[config.mk]
export PLATFORM = sky130hd
export DESIGN_NAME = de_pipe_stage
export DESIGN_NICKNAME = d
export VERILOG_FILES = /design/src/rtl/de_pipe_stage.sv
export SDC_FILE = /design/constraint.sdc
export NUM_CORES = 1
export LEC_CHECK = 0
export BUFFER_PORTS_ARGS = -buffer_cell sky130_fd_sc_hd__buf_2
export CAP_MARGIN = 20
export CORE_MARGIN = 10
export CORE_UTILIZATION = 55
export CTS_BUF_LIST = sky130_fd_sc_hd__clkbuf_8 sky130_fd_sc_hd__clkbuf_16
export DETAILED_ROUTE_END_ITERATION = 10
export PLACE_DENSITY = 0.79
export RECOVER_POWER = 100
export SYNTH_ARGS = -nofsm -noshare
export SYNTH_HDL_FRONTEND = slang
export SYNTH_SLANG_ARGS = --single-unit
[constraint.sdc]
create_clock -name clk -period 3.7 [get_ports clk]
set_input_delay 0.555 -clock clk [delete_from_list [all_inputs] [get_ports clk]]
set_output_delay 0.555 -clock clk [all_outputs]
set_load 0.05 [all_outputs]
[src/rtl/de_pipe_stage.sv]
// de_pipe_stage: Decode->Execute pipeline register with valid/ready handshake, 2-entry skid buffer,
// synchronous flush to a control bubble and a saturating back-pressure counter.
module de_pipe_stage #(
  parameter int                DATA_W      = 16,
  parameter int                NUM_SRC     = 2,
  parameter int                CTRL_W      = 16,
  parameter int                DEST_W      = 4,
  parameter logic [CTRL_W-1:0] CTRL_BUBBLE = '0,
  parameter int                CNT_W       = 8
) (
  input  logic                      clk,
  input  logic                      rst_n,
  input  logic                      flush,
  input  logic                      in_valid,
  output logic                      in_ready,
  input  logic [CTRL_W-1:0]         in_ctrl,
  input  logic [NUM_SRC*DATA_W-1:0] in_src,
  input  logic [DEST_W-1:0]         in_dest,
  output logic                      out_valid,
  input  logic                      out_ready,
  output logic [CTRL_W-1:0]         out_ctrl,
  output logic [NUM_SRC*DATA_W-1:0] out_src,
  output logic [DEST_W-1:0]         out_dest,
  output logic [1:0]                occupancy,
  output logic [CNT_W-1:0]          stall_cnt
);
  localparam int SW = NUM_SRC * DATA_W;
  localparam int EW = CTRL_W + SW + DEST_W;
  typedef enum logic [1:0] {EMPTY = 2'd0, ONE = 2'd1, FULL = 2'd2} state_t;
  state_t            state_q, state_d;
  logic [EW-1:0]     main_q, main_d, skid_q, skid_d, in_e;
  logic [CNT_W-1:0]  cnt_q, cnt_d;
  logic              accept, consume;
  assign in_e      = {in_ctrl, in_src, in_dest};
  assign out_valid = state_q != EMPTY;
  assign in_ready  = state_q != FULL;
  assign accept    = in_valid & in_ready;
  assign consume   = out_valid & out_ready;
  assign out_ctrl  = out_valid ? main_q[EW-1 -: CTRL_W] : CTRL_BUBBLE;
  assign out_src   = main_q[DEST_W +: SW];
  assign out_dest  = main_q[DEST_W-1:0];
  assign occupancy = state_q;
  assign stall_cnt = cnt_q;
  always_comb begin
    state_d = state_q;
    main_d  = main_q;
    skid_d  = skid_q;
    case (state_q)
      EMPTY: if (accept) begin
        main_d  = in_e;
        state_d = ONE;
      end
      ONE: if (accept && consume) main_d = in_e;
      else if (accept) begin
        skid_d  = in_e;
        state_d = FULL;
      end else if (consume) state_d = EMPTY;
      FULL: if (consume) begin
        main_d  = skid_q;
        state_d = ONE;
      end
      default: state_d = EMPTY;
    endcase
    // flush discards everything, including the entry accepted this cycle
    if (flush) begin
      state_d = EMPTY;
      main_d  = main_q;
      skid_d  = skid_q;
    end
    cnt_d = (out_valid && !out_ready && !(&cnt_q)) ? cnt_q + {{(CNT_W-1){1'b0}}, 1'b1} : cnt_q;
  end
  always_ff @(posedge clk or negedge rst_n) begin
    if (!rst_n) begin
      state_q <= EMPTY;
      main_q  <= '0;
      skid_q  <= '0;
      cnt_q   <= '0;
    end else begin
      state_q <= state_d;
      main_q  <= main_d;
      skid_q  <= skid_d;
      cnt_q   <= cnt_d;
    end
  end
endmodule
==> results.json <==
{
  "synthCells": 388,
  "switching_share": 0.326,
  "power_density_nw_per_um2": 716,
  "yosysSeqAreaShare": 0.515,
  "dieArea_um2": 14500,
  "syn_nets": 446,
  "ant_nets": 0,
  "cp.arrival_ns": 2.40,
  "cts_sinks": 114,
  "cts_buffer_depth": 2,
  "yosysWarnings": 0,
  "worst_pin_slew_ns": 1.90,
  "cp.required_ns": 3.14,
  "cts_resized": 0,
  "numCtsBuffers": 17,
  "syn_to_final_growth_pct": 14.6,
  "postRouteWirelength_mm": 11.6,
  "grt_usage": 0.162,
  "vias": 3223,
  "clock_latency_ns": 0.50,
  "synth_cell_types": 34,
  "cts_tree": "done",
  "antennaDiodeCount": 0,
  "port_buffers": 120,
  "htreeDepth": 4,
  "syn-cell-area_um2": 5540,
  "routabilityCongestion": 0.845,
  "via_per_inst": 5.17,
  "core_um2": 9820,
  "place_inst": 591,
  "nets": 535,
  "p_total_uw": 4550,
  "p_int_uw": 3070,
  "hold_path_end": "occupancy[0]$_DFFE_PN0P_",
  "die_w_um": 120,
  "leakage_uw": 0.00273,
  "hold_viol": 0,
  "p_sw_uw": 1480,
  "p_seq_frac": 0.384,
  "status": "complete, but fails checks",
  "yosys_most_used_dff": "dfrtp_1",
  "min_period_ns": 2.96,
  "worst_setup_path_end_kind": "output port",
  "gr-total-overflow": 0,
  "cts_root_buffer": "clkbuf_8",
  "wire_per_inst_um": 18.6,
  "ys_top_cells_by_area": "dfrtp_1 51%, mux2_2 30%, buf_4 4.9%, buf_6 3.2%, mux2_4 2.7%",
  "rows": 36,
  "max_slew_margin": -0.266,
  "postCtsSetupBuffers": 0,
  "finalSetupViolations": 0,
  "worst_clock_skew_ns": 0.00530,
  "r2r-end": "main_q[43]$_DFFE_PN0P_",
  "max_freq_mhz": 338,
  "n_fill_cell": 821,
  "die_h_um": 120,
  "synth_top_cell_area_share": 0.515,
  "crit_path_max_fanout": 15,
  "synth_commonest_cells": "147 x mux2_2, 114 x dfrtp_1, 36 x buf_4",
  "r2r_slack_ns": 0.75,
  "comb_power_share": 0.246,
  "grt_max_degree": 78,
  "power.clock.fraction": 0.369,
  "rsz0062_at_grt": "no",
  "antenna_found_initial": 0,
  "worst-r2r-cell-count": 4,
  "ys_ff_latch": 114,
  "async_reset_ff_frac": 1.00,
  "drv_cap": 1,
  "yosysTopAreaCell": "dfrtp_1",
  "ir_worst_vdd_mv": 0.329,
  "yosysMostFrequentCell": "mux2_2",
  "drtIter0Drc": 145,
  "drc_errors": 0,
  "min_from": "flush",
  "maxSlewViolCount": 78,
  "grt_pass1_wl_mm": 18.9,
  "grt_pass1_vias": 3777,
  "clk_pin_slew_worst_paths_ns": 0.05,
  "path_class": "flop to output port",
  "finalCritPeriodShare": 0.799,
  "finalSetupTns_ns": 0,
  "hold_path_depth": 2,
  "r2r_start": "occupancy[1]$_DFFE_PN0P_",
  "holdBufCountCts": 0,
  "initial_utilization": 0.565,
  "drt-pass1-iter-count": 4,
  "drive_gt1_frac": 0.492,
  "layout.cells.non_filler": 623,
  "start_kind": "flop",
  "io_pins": 121,
  "violations": "capacitance limit, slew limit",
  "dp_hpwl_mm": 7.87,
  "synth-edff-count": 0,
  "hold_path.class": "primary input to flop",
  "syn_avg_cell_area_um2": 14.3
}
## cell families after synthesis
logic type                 share of synthesized area
muxes                                          0.335
and+or+nand+nor                               0.0478
buffers and inverters                         0.0849
xor gates and xnor gates                     0.00158
DFF                                            0.515
AOI/OAI and AO/OA                             0.0135
adders and majority gates                    0.00226
## power by group through the flow
stage                     registers, µW  clock network (µW)  logic, µW
after detailed placement           1760                   0       1200
after floorplan                    1820                   0        931
final                              1750                1680       1120
after global routing               1790                1770       1190
after CTS                          1750                1710       1210
after global placement             1740                   0       1160
## how the worst max path moves through the flow
stage	from	slack [ns]	to	cells after the start
2_1_floorplan	occupancy[0]$_DFFE_PN0P_	1.18	out_ctrl[10]	4
3_3_place_gp	out_ready	1.41	main_q[26]$_DFFE_PN0P_	6
5_1_grt	occupancy[1]$_DFFE_PN0P_	0.49	main_q[43]$_DFFE_PN0P_	4
4_1_cts	occupancy[0]$_DFFE_PN0P_	0.90	out_ctrl[5]	3
3_5_place_dp	out_ready	1.34	main_q[32]$_DFFE_PN0P_	6
6_report	occupancy[1]$_DFFE_PN0P_	0.74	in_ready	3
## sequential cells by signal, indices dropped and copies added (netlist names)
register	count
skid_q	52
main_q	52
stall_cnt	8
occupancy	2
## through the flow
step	worst slack (ns)	hold slack, ns	utilization	cell area [µm²]
floorplan	1.18	0.259	-	5540
global placement	1.41	0.470	0.601	5910
detailed placement	1.34	0.470	0.601	5910
CTS	0.902	0.236	0.664	6520
global route	0.490	0.276	0.647	6350
finish	0.744	0.286	0.647	6350
## cells in the final DEF, fill, tap and decap left out, drive strengths merged, types with 4 or more instances in the layout
cell    Yosys  final
nor2        6      6
dfrtp     114    114
mux2      160    160
clkinv      0      4
nor2b      17     17
clkbuf      2     87
a21oi       5      5
bufinv      0      4
inv         2      4
nand2       7      7
buf        53     58
## layout make-up
class / count / area, µm² / share of cell area
Tap cell: 133 / 166 / 0.0262
Multi-Input combinational cell: 217 / 2160 / 0.339
Clock inverter: 12 / 163 / 0.0256
Timing Repair Buffer: 125 / 553 / 0.0870
Clock buffer: 20 / 455 / 0.0717
Inverter: 2 / 7.51 / 0.00118
Sequential cell: 114 / 2850 / 0.449
## critical path, stage by stage, from the launching register on
cell,delay [ns]
dfrtp_1,0.45
nor2b_1,1.03
inv_1,0.08
clkbuf_1,0.34
## layer usage
layer	vias to the layer above	wire, µm	GRT usage
met5	-	0	0
met4	0	234	0.0799
met3	17	702	0.0558
met2	80	6050	0.287
met1	1619	4580	0.167
li1	1507	-	-
(Power assumes the default switching activity.)
